[src/rtl/bit_serializer_pkg.sv]
// bit_serializer_pkg: state encoding and width helper shared by the serializer and the detector bench
package bit_serializer_pkg;
  typedef enum logic {S_IDLE = 1'b0, S_SHIFT = 1'b1} state_t;
  function automatic int cnt_w(input int width);
    return $clog2(width);
  endfunction
endpackage

[src/rtl/bit_serializer.sv]
// bit_serializer: valid/ready parallel-in, one-bit-per-clock serial-out feeder for the 1101 detector
module bit_serializer
  import bit_serializer_pkg::*;
#(
  parameter int WIDTH     = 8,
  parameter bit MSB_FIRST = 1'b1
) (
  input  logic             clk,
  input  logic             rst_n,
  input  logic [WIDTH-1:0] din,
  input  logic             din_valid,
  output logic             din_ready,
  output logic             sout,
  output logic             sout_valid,
  output logic             word_done,
  output logic             busy
);
  localparam int CW = cnt_w(WIDTH);
  localparam logic [CW-1:0] LAST = CW'(WIDTH - 1);
  state_t state, state_nxt;
  logic [WIDTH-1:0] shreg, shreg_nxt;
  logic [CW-1:0] cnt, cnt_nxt;
  logic last, accept;
  assign last       = (state == S_SHIFT) && (cnt == LAST);
  assign din_ready  = (state == S_IDLE) || last;
  assign accept     = din_valid && din_ready;
  assign busy       = (state == S_SHIFT);
  assign sout_valid = busy;
  assign word_done  = last;
  // idle forces 0 so the detector never sees stale shift-register bits
  assign sout = busy & (MSB_FIRST ? shreg[WIDTH-1] : shreg[0]);
  always_comb begin
    state_nxt = state;
    shreg_nxt = shreg;
    cnt_nxt   = cnt;
    if (accept) begin
      state_nxt = S_SHIFT;
      shreg_nxt = din;
      cnt_nxt   = '0;
    end else if (last) begin
      state_nxt = S_IDLE;
      cnt_nxt   = '0;
    end else if (state == S_SHIFT) begin
      shreg_nxt = MSB_FIRST ? {shreg[WIDTH-2:0], 1'b0} : {1'b0, shreg[WIDTH-1:1]};
      cnt_nxt   = cnt + 1'b1;
    end
  end
  always_ff @(posedge clk or negedge rst_n) begin
    if (!rst_n) begin
      state <= S_IDLE;
      shreg <= '0;
      cnt   <= '0;
    end else begin
      state <= state_nxt;
      shreg <= shreg_nxt;
      cnt   <= cnt_nxt;
    end
  end
endmodule

[config.mk]
export PLATFORM = sky130hd
export DESIGN_NAME = bit_serializer
export DESIGN_NICKNAME = d
export VERILOG_FILES = /design/src/rtl/bit_serializer_pkg.sv /design/src/rtl/bit_serializer.sv
export SDC_FILE = /design/constraint.sdc
export NUM_CORES = 1
export LEC_CHECK = 0
export ABC_CLOCK_PERIOD_IN_PS = 2000
export CAP_MARGIN = 20
export CORE_MARGIN = 2
export CORE_UTILIZATION = 46
export CTS_CLUSTER_DIAMETER = 60
export CTS_CLUSTER_SIZE = 30
export DETAILED_ROUTE_END_ITERATION = 12
export MAX_ROUTING_LAYER = met4
export PLACE_DENSITY = 0.74
export SLEW_MARGIN = 20
export SYNTH_ARGS = -nofsm -noshare
export SYNTH_HDL_FRONTEND = slang
export SYNTH_SLANG_ARGS = --single-unit
[constraint.sdc]
create_clock -name clk -period 2 [get_ports clk]
set_input_delay 0.3 -clock clk [delete_from_list [all_inputs] [get_ports clk]]
set_output_delay 0.3 -clock clk [all_outputs]
set_load 0.02 [all_outputs]
==> results of run 1 <==
[metrics by stage]
stage	hold WS (ns)	total power [uW]	worst slack (ns)
3_5_place_dp	0.495	993	0.0936
4_1_cts	0.394	1130	0.0295
2_1_floorplan	0.00441	821	0.486
6_report	0.378	1110	0.181
5_1_grt	0.422	1190	0.121
3_3_place_gp	0.489	981	0.117
[power by group through the flow]
stage	clock network (uW)	logic [uW]	registers, uW
2_1_floorplan	0	431	390
3_3_place_gp	0	585	396
3_5_place_dp	0	593	400
4_1_cts	146	590	396
5_1_grt	157	623	408
6_report	137	575	397
[logic make-up after synthesis]
family | Yosys count | synth area share, %
adders and majority gates | 2 | 3.88
and+or+nand+nor | 7 | 6.59
DFF | 12 | 46.5
AOI/OAI and AO/OA | 2 | 2.33
muxes | 17 | 36.8
buffers and inverters | 3 | 3.88
[worst paths after layout]
| path | start | endpoint | slack, ns | depth (start not counted) |
|---|---|---|---|---|
| setup / recovery | cnt[0] | din_ready | 0.18 | 5 |
| hold / removal | rst_n | cnt[1] | 0.38 | 1 |
| setup reg to reg | cnt[0] | shreg[2] | 0.28 | 6 |
| hold reg to reg | shreg[3] | shreg[4] | 0.51 | 1 |
| max in group asynchronous | rst_n | shreg[3] | 1.27 | 1 |
| min in group clk | shreg[3] | shreg[4] | 0.51 | 1 |
[registers in the layout, indices dropped and copies added (netlist names)]
signal  cells
cnt         3
busy        1
shreg       8
[cell type report]
type                            instances  share of cell area, %
Multi-Input combinational cell         28                   38.7
Sequential cell                        12                   36.3
Timing Repair Buffer                   17                   19.2
Clock buffer                            3                   2.72
Tap cell                               15                   2.27
Inverter                                1                  0.756
[what timing repair did]
item | 4_1_cts | 5_1_grt
setup endpoints to repair | 2 | 1
pin swaps | 0 | 0
gates resized for setup | 3 | 1
[metal layers]
metal	up-vias	track usage, %	part of all wire [%]
met2	10	22.8	45
met3	2	3.91	4.6
met5	-	-	0
li1	187	-	-
met4	0	7.74	0.66
met1	181	17.1	49
[critical path: stages, from the launching register on]
cell and delay, ns:
dfrtp_1 0.39, ha_1 0.20, ha_1 0.21, and2b_4 0.29
inv_4 0.03, clkbuf_2 0.14
[cells in the final DEF (no fill, tap or decap)]
cell / instances
a22o_1: 1
and2_1: 2
and2b_4: 1
buf_4: 2
clkbuf_2: 1
clkbuf_4: 3
clkdlybuf4s50_1: 13
dfrtp_1: 12
dlygate4sd2_1: 1
ha_1: 2
inv_4: 1
mux2_1: 1
mux2_2: 1
mux2_4: 13
mux2i_1: 2
nand2_1: 1
nand2b_2: 1
nor2_1: 2
o22ai_1: 1
==> results.sh, run 1 <==
export IMPL_status="completed"
export IMPL_dieArea_mm2=0.00172
export IMPL_cts_setup_buffers=0
export IMPL_place_inst=73
export IMPL_clock_power_share_pct=12.4
export IMPL_synth_flop_cell="dfrtp_1"
export IMPL_fmax_mhz=550
export IMPL_layout_drive_gt1_share_pct=37.7
export IMPL_cts_tree="built"
export IMPL_peakVddDrop_v=0.000759
export IMPL_syn_area_um2=646
export IMPL_finalCriticalPeriod_ns=1.82
export IMPL_stdcell_area_um2=827
export IMPL_io_pins=16
export IMPL_rsz0062_at_grt="no"
export IMPL_syn_avg_cell_area_um2=15.0
export IMPL_pwr_share_seq_pct=35.8
export IMPL_htreeDepth=1
export IMPL_async_reset_ff_share_pct=100
export IMPL_combPwrFrac_pct=51.8
export IMPL_antenna_found_initial=0
export IMPL_netlist_area_leader_share_pct=46.5
export IMPL_start_util_pct=49.6
export IMPL_routedWlPerCell_um=13.9
export IMPL_ys_seq_elements=12
export IMPL_drtIter0Drc=2
export IMPL_n_antenna_cell=0
export IMPL_io_buffer_count=15
export IMPL_synth_largest_area_cell="dfrtp_1"
export IMPL_critPathRequiredTime_ns=1.70
export IMPL_synth_distinct_cells=16
export IMPL_p_per_area_mw_per_mm2=1340
export IMPL_dpl_cell_area_um2=811
export IMPL_syn_to_final_growth_pct=28.1
export IMPL_die_height_um=41.5
export IMPL_hp_class="input pin to async pin"
export IMPL_std_cell_rows=13
export IMPL_core_mm2=0.00130
export IMPL_drc=0
export IMPL_arrival_ns=1.52
export IMPL_num_fill_cells=117
export IMPL_fin_worst_skew_ns=0.00589
export IMPL_cts_path_max_buffers=2
export IMPL_grt_ovfl_total=0
export IMPL_synthTopCellsByCount="mux2_4, dfrtp_1"
export IMPL_grt_max_degree=13
export IMPL_cts_sinks=12
export IMPL_p_sw_uw=358
export IMPL_fin_crit_sh_pct=91.0
export IMPL_utilization_pct=63.6
export IMPL_power_switching_share_pct=32.2
export IMPL_cts_made_buffers=3
export IMPL_intPower_uw=752
export IMPL_synth_edf_count=0
export IMPL_grt_pass1_wl_um=1840
export IMPL_worstSetupPathType="register to output pin"
export IMPL_first_pass_iters=2
export IMPL_slew_headroom_pct=65.4
export IMPL_slew_viol_final=0
export IMPL_nets=76
export IMPL_worst_slew_pin_slew_ns=0.517
export IMPL_vias=380
export IMPL_place_gp_congestion=0.756
export IMPL_critPathMaxFanout=4
export IMPL_track_usage_pct=14.6
export IMPL_yosysSeqAreaShare_pct=46.5
export IMPL_ant_nets=0
export IMPL_synth_nets=56
export IMPL_drv_cap=0
export IMPL_final_hold_viol_count=0
export IMPL_grt_pass1_vias=421
export IMPL_clk_latency_ns=0.26
export IMPL_routed_wl_um=1060
export IMPL_ys_warn_count=0
export IMPL_finalNonFillerCells=76
export IMPL_hpwl_um=756
export IMPL_root_buffer="clkbuf_4"
export IMPL_yosysMostFrequentCell="mux2_4"
export IMPL_leakagePower_uw=0.000408
export IMPL_fin_tns_setup_ns=0
export IMPL_multiInputGateArea_um2=320
export IMPL_viasPerCell=5.00
export IMPL_register_area_um2=300
export IMPL_ys_top_cells_by_area="dfrtp_1, mux2_4, ha_1"
export IMPL_start_kind="register"
export IMPL_synthesis_instances=43
export IMPL_hold_buffers=0
export IMPL_worst_setup_path_end_kind="output pin"
export IMPL_die_w_um=41.5
export IMPL_setup_viol=0
export IMPL_cts_clk_slew_worst_paths_ns=0.07
No activity file was read; power rests on OpenSTA's default activity.
==> run 2: changes to the inputs <==
==> constraint.sdc (replaced) <==
create_clock -name clk -period 2 [get_ports clk]
set_input_delay 0.2 -clock clk [delete_from_list [all_inputs] [get_ports clk]]
set_output_delay 0.2 -clock clk [all_outputs]
set_load 0.02 [all_outputs]
==> results.sh, run 2 (synthesis results as in run 1) <==
export IMPL_place_gp_congestion=0.750
export IMPL_status="completed"
export IMPL_track_usage_pct=14.1
export IMPL_core_mm2=0.00130
export IMPL_start_kind="register"
export IMPL_regMostFlops="shreg"
export IMPL_worstSetupPathType="register to output pin"
export IMPL_fmax_mhz=521
export IMPL_rr_startpoint="cnt[0]"
export IMPL_setup_viol=0
export IMPL_ant_nets=0
export IMPL_start_util_pct=49.6
export IMPL_worst_slew_pin_slew_ns=0.517
export IMPL_arrival_ns=1.72
export IMPL_drc=0
export IMPL_grt_pass1_vias=383
export IMPL_p_per_area_mw_per_mm2=1340
export IMPL_critPathMaxFanout=3
export IMPL_final_cell_mix="clkdlybuf4s50_1, mux2_4, dfrtp_1"
export IMPL_first_pass_iters=2
export IMPL_routed_wl_um=984
export IMPL_largest_reg_flops=8
export IMPL_nets=76
export IMPL_cts_sinks=12
export IMPL_htreeDepth=1
export IMPL_crit_path_end="word_done"
export IMPL_cts_path_max_buffers=2
export IMPL_leakagePower_uw=0.000406
export IMPL_stdcell_area_um2=832
export IMPL_drtIter0Drc=5
export IMPL_slew_headroom_pct=65.5
export IMPL_final_common_cell="clkdlybuf4s50_1"
export IMPL_gr_usage_met3_pct=4.78
export IMPL_dpl_cell_area_um2=811
export IMPL_viasPerCell=4.99
export IMPL_die_height_um=41.5
export IMPL_layout_drive_gt1_share_pct=36.1
export IMPL_finalCriticalPeriod_ns=1.92
export IMPL_grt_busiest_layer="met1"
export IMPL_grt_ovfl_total=0
export IMPL_routedWlPerCell_um=12.9
export IMPL_fin_worst_skew_ns=0.00722
export IMPL_final_hold_viol_count=0
export IMPL_grt_max_degree=13
export IMPL_critPathRequiredTime_ns=1.80
export IMPL_io_buffer_count=15
export IMPL_std_cell_rows=13
export IMPL_clk_latency_ns=0.27
export IMPL_syn_to_final_growth_pct=28.9
export IMPL_vias=379
export IMPL_n_antenna_cell=0
export IMPL_place_inst=73
export IMPL_r2r_end="shreg[6]"
export IMPL_slew_viol_final=0
export IMPL_hold_slack_ns=0.266
export IMPL_root_buffer="clkbuf_4"
export IMPL_fin_tns_setup_ns=0
export IMPL_use_met1_pct=20.1
export IMPL_finalNonFillerCells=76
export IMPL_cts_clk_slew_worst_paths_ns=0.07
export IMPL_fin_crit_sh_pct=96.1
export IMPL_dieArea_mm2=0.00172
export IMPL_rsz0062_at_grt="no"
export IMPL_critPathLaunch="cnt[0]"
export IMPL_cts_tree="built"
export IMPL_reg2reg_slack_ns=0.30
export IMPL_die_w_um=41.5
export IMPL_use_met2_pct=17.2
export IMPL_grt_pass1_wl_um=1770
export IMPL_drv_cap=0
export IMPL_worst_setup_path_end_kind="output pin"
export IMPL_hp_class="input pin to async pin"
export IMPL_cts_made_buffers=3
export IMPL_hpwl_um=714
export IMPL_peakVddDrop_v=0.000936
export IMPL_io_pins=16
export IMPL_reg2reg_depth=6
export IMPL_hold_buffers=0
export IMPL_cts_setup_buffers=0
export IMPL_antenna_found_initial=0
run 2: cell count changes in the layout (fill, tap and decap cells not counted):
cell,previous run,this run
clkdlybuf4s50_1,13,14
clkbuf_2,1,0
run 2: power breakdown:
part / switching [uW] / total (uW) / internal [uW]
sequential: 59.2 / 396 / 337
clock: 74.9 / 145 / 69.7
combinational: 223 / 576 / 352
total: 358 / 1120 / 759
run 2: final cells by class:
cell class | count | area (um^2)
inverter | 1 | 6.26
tap | 15 | 18.8
timing repair buffer | 17 | 164
sequential | 12 | 300
multi-input combinational | 28 | 320
clock buffer | 3 | 22.5
fill | 112 | 469
run 2: worst min path at each step:
stage | to | slack [ns] | cells after the start | start
global placement | shreg[4] | 0.49 | 1 | shreg[3]
global route | shreg[6] | 0.31 | 1 | rst_n
finish | busy | 0.27 | 1 | rst_n
CTS | shreg[7] | 0.29 | 1 | rst_n
floorplan | busy | -0.1 | 0 | rst_n
detailed placement | shreg[5] | 0.49 | 1 | shreg[4]
run 2: metal layers:
layer / up-vias / share of wire, %
li1: 188 / -
met4: 0 / 1.9
met5: - / 0
met3: 3 / 6.6
met1: 175 / 52
met2: 13 / 39
run 2: critical path, cell delays in order (launching register included):
cell and delay (ns):
dfrtp_1 0.39, ha_1 0.20, ha_1 0.20, and2_1 0.14, clkdlybuf4s50_1 0.53
run 2: what timing repair did:
action / 4_1_cts / 5_1_grt
resized for setup: 1 / 0
setup endpoints to repair: 1 / 0
hold endpoints to repair: 0 / 0
run 2: through the flow:
step / power (uW) / utilization [%] / setup slack [ns]
final: 1120 / 63.9 / 0.0788
after CTS: 1120 / 63.9 / 0.0738
after global routing: 1200 / 63.9 / 0.0260
after global placement: 983 / 62.3 / 0.219
after detailed placement: 989 / 62.3 / 0.203
after floorplan: 821 / - / 0.486
